### config.mk
export PLATFORM = sky130hd
export DESIGN_NAME = watermark_blend_pipe
export DESIGN_NICKNAME = d
export VERILOG_FILES = /design/src/rtl/watermark_blend_pipe.sv
export SDC_FILE = /design/constraint.sdc
export NUM_CORES = 1
export LEC_CHECK = 0
export ABC_AREA = 1
export BUFFER_PORTS_ARGS = -buffer_cell sky130_fd_sc_hd__buf_2
export CORE_ASPECT_RATIO = 2
export CORE_UTILIZATION = 61
export DETAILED_ROUTE_END_ITERATION = 10
export HOLD_SLACK_MARGIN = 0.12
export PLACE_DENSITY = 0.79
export REMOVE_ABC_BUFFERS = 1
export SYNTH_ARGS = -nofsm -noshare
export SYNTH_HDL_FRONTEND = slang
export SYNTH_SLANG_ARGS = --single-unit
export TNS_END_PERCENT = 30
### constraint.sdc
create_clock -name clk -period 7 [get_ports clk]
set_clock_uncertainty 0.1 [all_clocks]
set_input_delay 0.35 -clock clk [delete_from_list [all_inputs] [get_ports clk]]
set_output_delay 0.35 -clock clk [all_outputs]
set_load 0.02 [all_outputs]
### src/rtl/watermark_blend_pipe.sv
// Three-stage rounded alpha blend: out = (host*(2^A - alpha) + wm*alpha + 2^(A-1)) >> A,
// with per-frame alpha locking and output-side raster markers for the frame writer.
module watermark_blend_pipe #(
  parameter int unsigned PIX_W   = 8,
  parameter int unsigned ALPHA_W = 8,
  parameter int unsigned IMG_W   = 256,
  parameter int unsigned IMG_H   = 256
) (
  input  logic               clk,
  input  logic               rst,
  input  logic [ALPHA_W-1:0] alpha,
  input  logic               in_valid,
  output logic               in_ready,
  input  logic [PIX_W-1:0]   host_pix,
  input  logic [PIX_W-1:0]   wm_pix,
  output logic               out_valid,
  input  logic               out_ready,
  output logic [PIX_W-1:0]   out_pix,
  output logic               out_sol,
  output logic               out_eol,
  output logic               out_eof,
  output logic               frame_done
);

  localparam int unsigned PW = PIX_W + ALPHA_W + 1;
  localparam int unsigned CW = $clog2(IMG_W);
  localparam int unsigned RW = (IMG_H > 1) ? $clog2(IMG_H) : 1;
  localparam logic [PW-1:0] UNITY = PW'(1) << ALPHA_W;
  localparam logic [PW-1:0] ROUND = PW'(1) << (ALPHA_W - 1);
  localparam logic [PW-1:0] PMAX  = {{(PW-PIX_W){1'b0}}, {PIX_W{1'b1}}};

  logic               en, in_fire, out_fire, first_px;
  logic [ALPHA_W-1:0] alpha_q, a_eff;
  logic [CW-1:0]      in_col_q, in_col_d, col_q, col_d;
  logic [RW-1:0]      in_row_q, in_row_d, row_q, row_d;

  logic               s1_valid_q, s2_valid_q, s3_valid_q;
  logic [PIX_W-1:0]   s1_host_q, s1_wm_q, s3_pix_q, pix_d;
  logic [ALPHA_W-1:0] s1_alpha_q;
  logic [PW-1:0]      s2_ph_q, s2_pw_q, sum, shr;
  logic               frame_done_q;

  always_comb begin
    en       = ~s3_valid_q | out_ready;
    in_fire  = in_valid & en;
    out_fire = s3_valid_q & out_ready;
    first_px = (in_col_q == '0) && (in_row_q == '0);
    // Pixel 0 of a frame carries the live alpha; every later pixel reuses the locked copy.
    a_eff    = first_px ? alpha : alpha_q;

    in_col_d = in_col_q;
    in_row_d = in_row_q;
    if (in_fire) begin
      if (in_col_q == CW'(IMG_W - 1)) begin
        in_col_d = '0;
        in_row_d = (in_row_q == RW'(IMG_H - 1)) ? '0 : in_row_q + RW'(1);
      end else begin
        in_col_d = in_col_q + CW'(1);
      end
    end

    col_d = col_q;
    row_d = row_q;
    if (out_fire) begin
      if (col_q == CW'(IMG_W - 1)) begin
        col_d = '0;
        row_d = (row_q == RW'(IMG_H - 1)) ? '0 : row_q + RW'(1);
      end else begin
        col_d = col_q + CW'(1);
      end
    end

    sum   = s2_ph_q + s2_pw_q + ROUND;
    shr   = sum >> ALPHA_W;
    pix_d = (shr > PMAX) ? '1 : shr[PIX_W-1:0];
  end

  always_ff @(posedge clk) begin
    if (rst) begin
      alpha_q      <= '0;
      in_col_q     <= '0;
      in_row_q     <= '0;
      col_q        <= '0;
      row_q        <= '0;
      s1_valid_q   <= 1'b0;
      s1_host_q    <= '0;
      s1_wm_q      <= '0;
      s1_alpha_q   <= '0;
      s2_valid_q   <= 1'b0;
      s2_ph_q      <= '0;
      s2_pw_q      <= '0;
      s3_valid_q   <= 1'b0;
      s3_pix_q     <= '0;
      frame_done_q <= 1'b0;
    end else begin
      in_col_q     <= in_col_d;
      in_row_q     <= in_row_d;
      col_q        <= col_d;
      row_q        <= row_d;
      frame_done_q <= out_fire & out_eof;
      if (in_fire && first_px) alpha_q <= alpha;
      if (en) begin
        s1_valid_q <= in_valid;
        s1_host_q  <= host_pix;
        s1_wm_q    <= wm_pix;
        s1_alpha_q <= a_eff;
        s2_valid_q <= s1_valid_q;
        s2_ph_q    <= PW'(s1_host_q) * (UNITY - PW'(s1_alpha_q));
        s2_pw_q    <= PW'(s1_wm_q) * PW'(s1_alpha_q);
        s3_valid_q <= s2_valid_q;
        s3_pix_q   <= pix_d;
      end
    end
  end

  assign in_ready   = en;
  assign out_valid  = s3_valid_q;
  assign out_pix    = s3_pix_q;
  assign out_sol    = s3_valid_q & (col_q == '0);
  assign out_eol    = s3_valid_q & (col_q == CW'(IMG_W - 1));
  assign out_eof    = out_eol & (row_q == RW'(IMG_H - 1));
  assign frame_done = frame_done_q;

endmodule
==> metrics <==
relative contribution of the clock network to total power=20.0%; Final Instance Area=11090 um^2; overall die area=17780 um^2; Core Util, Final=66.12%; top achievable clock speed=183.1 MHz; Resized cells post-CTS=0; critical path launch point type=flop; Flop pwr share=30.3%; drt pass-1 iters=5; DP Area=10780 um^2; aggregate negative setup slack=0 ps; top_reg_cell synth=sky130_fd_sc_hd__dfxtp_1; cts bufs inserted=9; #FFs+latches synth=109; slack of the worst reg-to-reg path=1540 ps; clock latency on the worst-skew pair=360 ps; overflow left after global routing=0; run status=finished, final reports clean; launch instance of the worst min-delay path=host_pix[0]; slowest stage delay, CP=730 ps; horizontal die dimension=94.80 um; cell with the biggest individual delay on the critical path=sky130_fd_sc_hd__dfxtp_1; number of cell rows=67; post-CTS setup buffer count=0; vias in the first global route=9301; total power density per cell area=234.5 nW/um^2; number of cells on the worst reg-to-reg path=28; layout cells sized above 1=6.283%; Post-Syn Area per Cell=6.934 um^2; Critical Path End Type=flop; Antenna Diode Count=0; IO buf count=41; final hold violation count=0; clk sinks=109; RR Startpoint=s1_alpha_q[0]$_SDFFE_PP0N_; vias after detailed routing=9078; reported leakage power=6.407 nW; number of hold buffers added after CTS=0; clock root cell=sky130_fd_sc_hd__clkbuf_16; actual transition at the worst max-transition pin=740.6 ps; Net Sw Frac=44.39%; clock tree from TritonCTS=built; Req. time, crit path=7170 ps; critical path class=reg2reg; count of max-cap constraint violations=0; per-cell routed wire length=13.34 um; maximum number of pins on one net before global-route repair=79; I/O pin count=42; Hold Path End=s1_host_q[0]$_SDFFE_PP0N_; sequential fraction of the synthesis area=20.77%; classification of the worst-slack hold path=in2reg; number of antenna violations at the first check in global routing=0; number of distinct standard cells referenced by the synthesized netlist=47; first-pass GRT wire length=39940 um; buffers and inverters on the worst path=9; Crit Path Max Fanout=18; Hold Path Stages=3; logic depth of the worst path, buffers included=28; Die Height=187.6 um; Gate power share=49.7%; core footprint=16770 um^2; worst flop-to-flop path endpoint=s2_ph_q[14]$_SDFFE_PP0N_; Int Power=1.446 mW; net switching power of the design=1.154 mW; remaining design rule violation count=0; vias per cell=5.232; initial core utilization=62.66%; RSZ-0062 raised after global routing=no; worst ir drop on vdd=166.5 uV; arrival time of the worst setup path=5630 ps; Top Family by Delay on Critical Path=adder cells; CTS clock-pin slew for the worst setup and hold paths=80 ps; Setup Slack @ Placement=1545 ps; antenna-violating nets left=0; final number of setup-violating endpoints=0; synthesized area=10510 um^2; hpwl dp=18720 um; fin. max-slew vios=0; H-tree depth=3; GRT Util Overall=28.29%; library cell appearing most often on the critical path=sky130_fd_sc_hd__inv_1; slack of the critical path=1538 ps; Max transition margin=50.63%; post-synthesis async set-or-reset flop share=0%; post-route clock period utilization=78.02%; clock tree buffer depth=2; area overhead of the layout relative to synthesis=5.526%; number of synthesized flops with an enable pin=0; final critical path time including I/O delays and setup=5462 ps; Gate Count Post-Synth=1515; Starting DRT DRC Count=264; number of nets in the layout=1743; gp weighted congestion=0.9668; warnings from Yosys=0; WL final=23140 um
state kept, by name (all words and copies together), names as in the netlist:
register,flops
s1_valid_q,1
in_col_q,8
s2_valid_q,1
alpha_q,8
s1_host_q,8
col_q,8
s1_wm_q,8
s2_ph_q,17
frame_done,1
out_valid,1
s1_alpha_q,8
s2_pw_q,16
row_q,8
out_pix,8
in_row_q,8
cell type report:
| type | count | area [um^2] |
|---|---|---|
| Timing Repair Buffer | 44 | 227.7 |
| Sequential cell | 109 | 2182 |
| Inverter | 374 | 1406 |
| Fill cell | 1515 | 5680 |
| Clock buffer | 9 | 225.2 |
| Clock inverter | 7 | 76.32 |
| Tap cell | 207 | 259.0 |
| Multi-Input combinational cell | 985 | 6709 |
Yosys cell counts, types with 2 or more instances:
| cell type | count | share of area [%] |
|---|---|---|
| sky130_fd_sc_hd__inv_1 | 367 | 13 |
| sky130_fd_sc_hd__nand2_1 | 322 | 12 |
| sky130_fd_sc_hd__nor2_1 | 139 | 5.0 |
| sky130_fd_sc_hd__ha_1 | 113 | 13 |
| sky130_fd_sc_hd__dfxtp_1 | 109 | 21 |
| sky130_fd_sc_hd__o21ai_0 | 81 | 3.9 |
| sky130_fd_sc_hd__fa_1 | 79 | 15 |
| sky130_fd_sc_hd__nand3_1 | 67 | 3.2 |
| sky130_fd_sc_hd__a21oi_1 | 61 | 2.9 |
| sky130_fd_sc_hd__clkbuf_1 | 31 | 1.1 |
| sky130_fd_sc_hd__xor2_1 | 21 | 1.8 |
| sky130_fd_sc_hd__nand4_1 | 15 | 0.89 |
| sky130_fd_sc_hd__nor3_1 | 13 | 0.62 |
| sky130_fd_sc_hd__o21bai_1 | 11 | 0.79 |
| sky130_fd_sc_hd__buf_2 | 10 | 0.48 |
| sky130_fd_sc_hd__o21ai_1 | 9 | 0.43 |
| sky130_fd_sc_hd__inv_2 | 6 | 0.21 |
| sky130_fd_sc_hd__nand2_2 | 6 | 0.36 |
| sky130_fd_sc_hd__xnor2_1 | 6 | 0.50 |
| sky130_fd_sc_hd__o211ai_1 | 5 | 0.36 |
| sky130_fd_sc_hd__nor2_4 | 4 | 0.43 |
| sky130_fd_sc_hd__nor3_2 | 4 | 0.38 |
| sky130_fd_sc_hd__or2_2 | 4 | 0.24 |
| sky130_fd_sc_hd__buf_1 | 3 | 0.11 |
| sky130_fd_sc_hd__nor4_1 | 3 | 0.18 |
| sky130_fd_sc_hd__and2_1 | 2 | 0.12 |
| sky130_fd_sc_hd__and3_1 | 2 | 0.12 |
| sky130_fd_sc_hd__buf_6 | 2 | 0.21 |
| sky130_fd_sc_hd__nor2_2 | 2 | 0.12 |
routing by layer:
metal,wire length (um),part of all wire [%],vias up,GRT usage [%]
met4,1496,6.5,0,18.12
met2,12650,55,190,53.68
met5,0,0,-,0
met1,8449,37,4202,27.82
met3,539,2.3,94,2.717
li1,-,-,4592,-
cells in the final DEF, fill, tap and decap left out, types with 2 or more instances in the layout:
cell,instances
sky130_fd_sc_hd__a21oi_1,61
sky130_fd_sc_hd__and2_1,2
sky130_fd_sc_hd__and3_1,2
sky130_fd_sc_hd__buf_2,41
sky130_fd_sc_hd__buf_4,3
sky130_fd_sc_hd__clkbuf_16,9
sky130_fd_sc_hd__clkinv_8,2
sky130_fd_sc_hd__dfxtp_1,109
sky130_fd_sc_hd__fa_1,79
sky130_fd_sc_hd__ha_1,113
sky130_fd_sc_hd__inv_1,366
sky130_fd_sc_hd__inv_2,7
sky130_fd_sc_hd__inv_6,4
sky130_fd_sc_hd__nand2_1,322
sky130_fd_sc_hd__nand2_2,6
sky130_fd_sc_hd__nand3_1,67
sky130_fd_sc_hd__nand4_1,15
sky130_fd_sc_hd__nor2_1,139
sky130_fd_sc_hd__nor2_2,2
sky130_fd_sc_hd__nor2_4,4
sky130_fd_sc_hd__nor3_1,13
sky130_fd_sc_hd__nor3_2,4
sky130_fd_sc_hd__nor4_1,3
sky130_fd_sc_hd__o211ai_1,5
sky130_fd_sc_hd__o21ai_0,81
sky130_fd_sc_hd__o21ai_1,9
sky130_fd_sc_hd__o21bai_1,11
sky130_fd_sc_hd__or2_2,4
sky130_fd_sc_hd__xnor2_1,6
sky130_fd_sc_hd__xor2_1,21
worst max path at each step:
stage | start | end | slack [ps]
finish | s1_alpha_q[0]$_SDFFE_PP0N_ | s2_ph_q[14]$_SDFFE_PP0N_ | 1540
global route | s1_alpha_q[0]$_SDFFE_PP0N_ | s2_ph_q[14]$_SDFFE_PP0N_ | 1080
CTS | s1_alpha_q[0]$_SDFFE_PP0N_ | s2_ph_q[14]$_SDFFE_PP0N_ | 1510
detailed placement | s1_alpha_q[0]$_SDFFE_PP0N_ | s2_ph_q[14]$_SDFFE_PP0N_ | 1550
global placement | s1_alpha_q[0]$_SDFFE_PP0N_ | s2_ph_q[13]$_SDFFE_PP0N_ | 1650
floorplan | s1_alpha_q[0]$_SDFFE_PP0N_ | s2_ph_q[13]$_SDFFE_PP0N_ | 2060
logic make-up (layout without fill, tap and decap cells):
logic type,after synthesis,in the layout,share of synthesized area [%]
flops,109,109,20.77
simple gates,593,593,24.14
xor+xnor,28,28,2.513
buf+inv,421,434,15.36
fa+ha+maj,192,192,28.51
compound gates,172,172,8.695
metrics by stage:
step	cells	hold slack, ps	total power [mW]
3_5_place_dp	1719	341.3	2.082
4_1_cts	1735	139.7	2.622
5_1_grt	1735	157.2	2.869
2_1_floorplan	1468	319.1	1.777
3_3_place_gp	1719	336.9	2.049
6_report	1735	142.7	2.600
power by group through the flow:
stage          Clock [mW]  Sequential, mW  Combinational [mW]
2_1_floorplan           0           0.784               0.994
3_3_place_gp            0           0.800                1.25
3_5_place_dp            0           0.801                1.28
4_1_cts             0.534           0.787                1.30
5_1_grt             0.554           0.798                1.52
6_report            0.521           0.788                1.29
worst reg2reg max path: cells and delay by family (launching register included):
kind | cells | cell delay (ps)
fa+ha+maj | 6 | 2580
simple gates | 12 | 1090
flops | 1 | 730
buf+inv | 9 | 650
compound gates | 1 | 230
(Power assumes the default switching activity.)
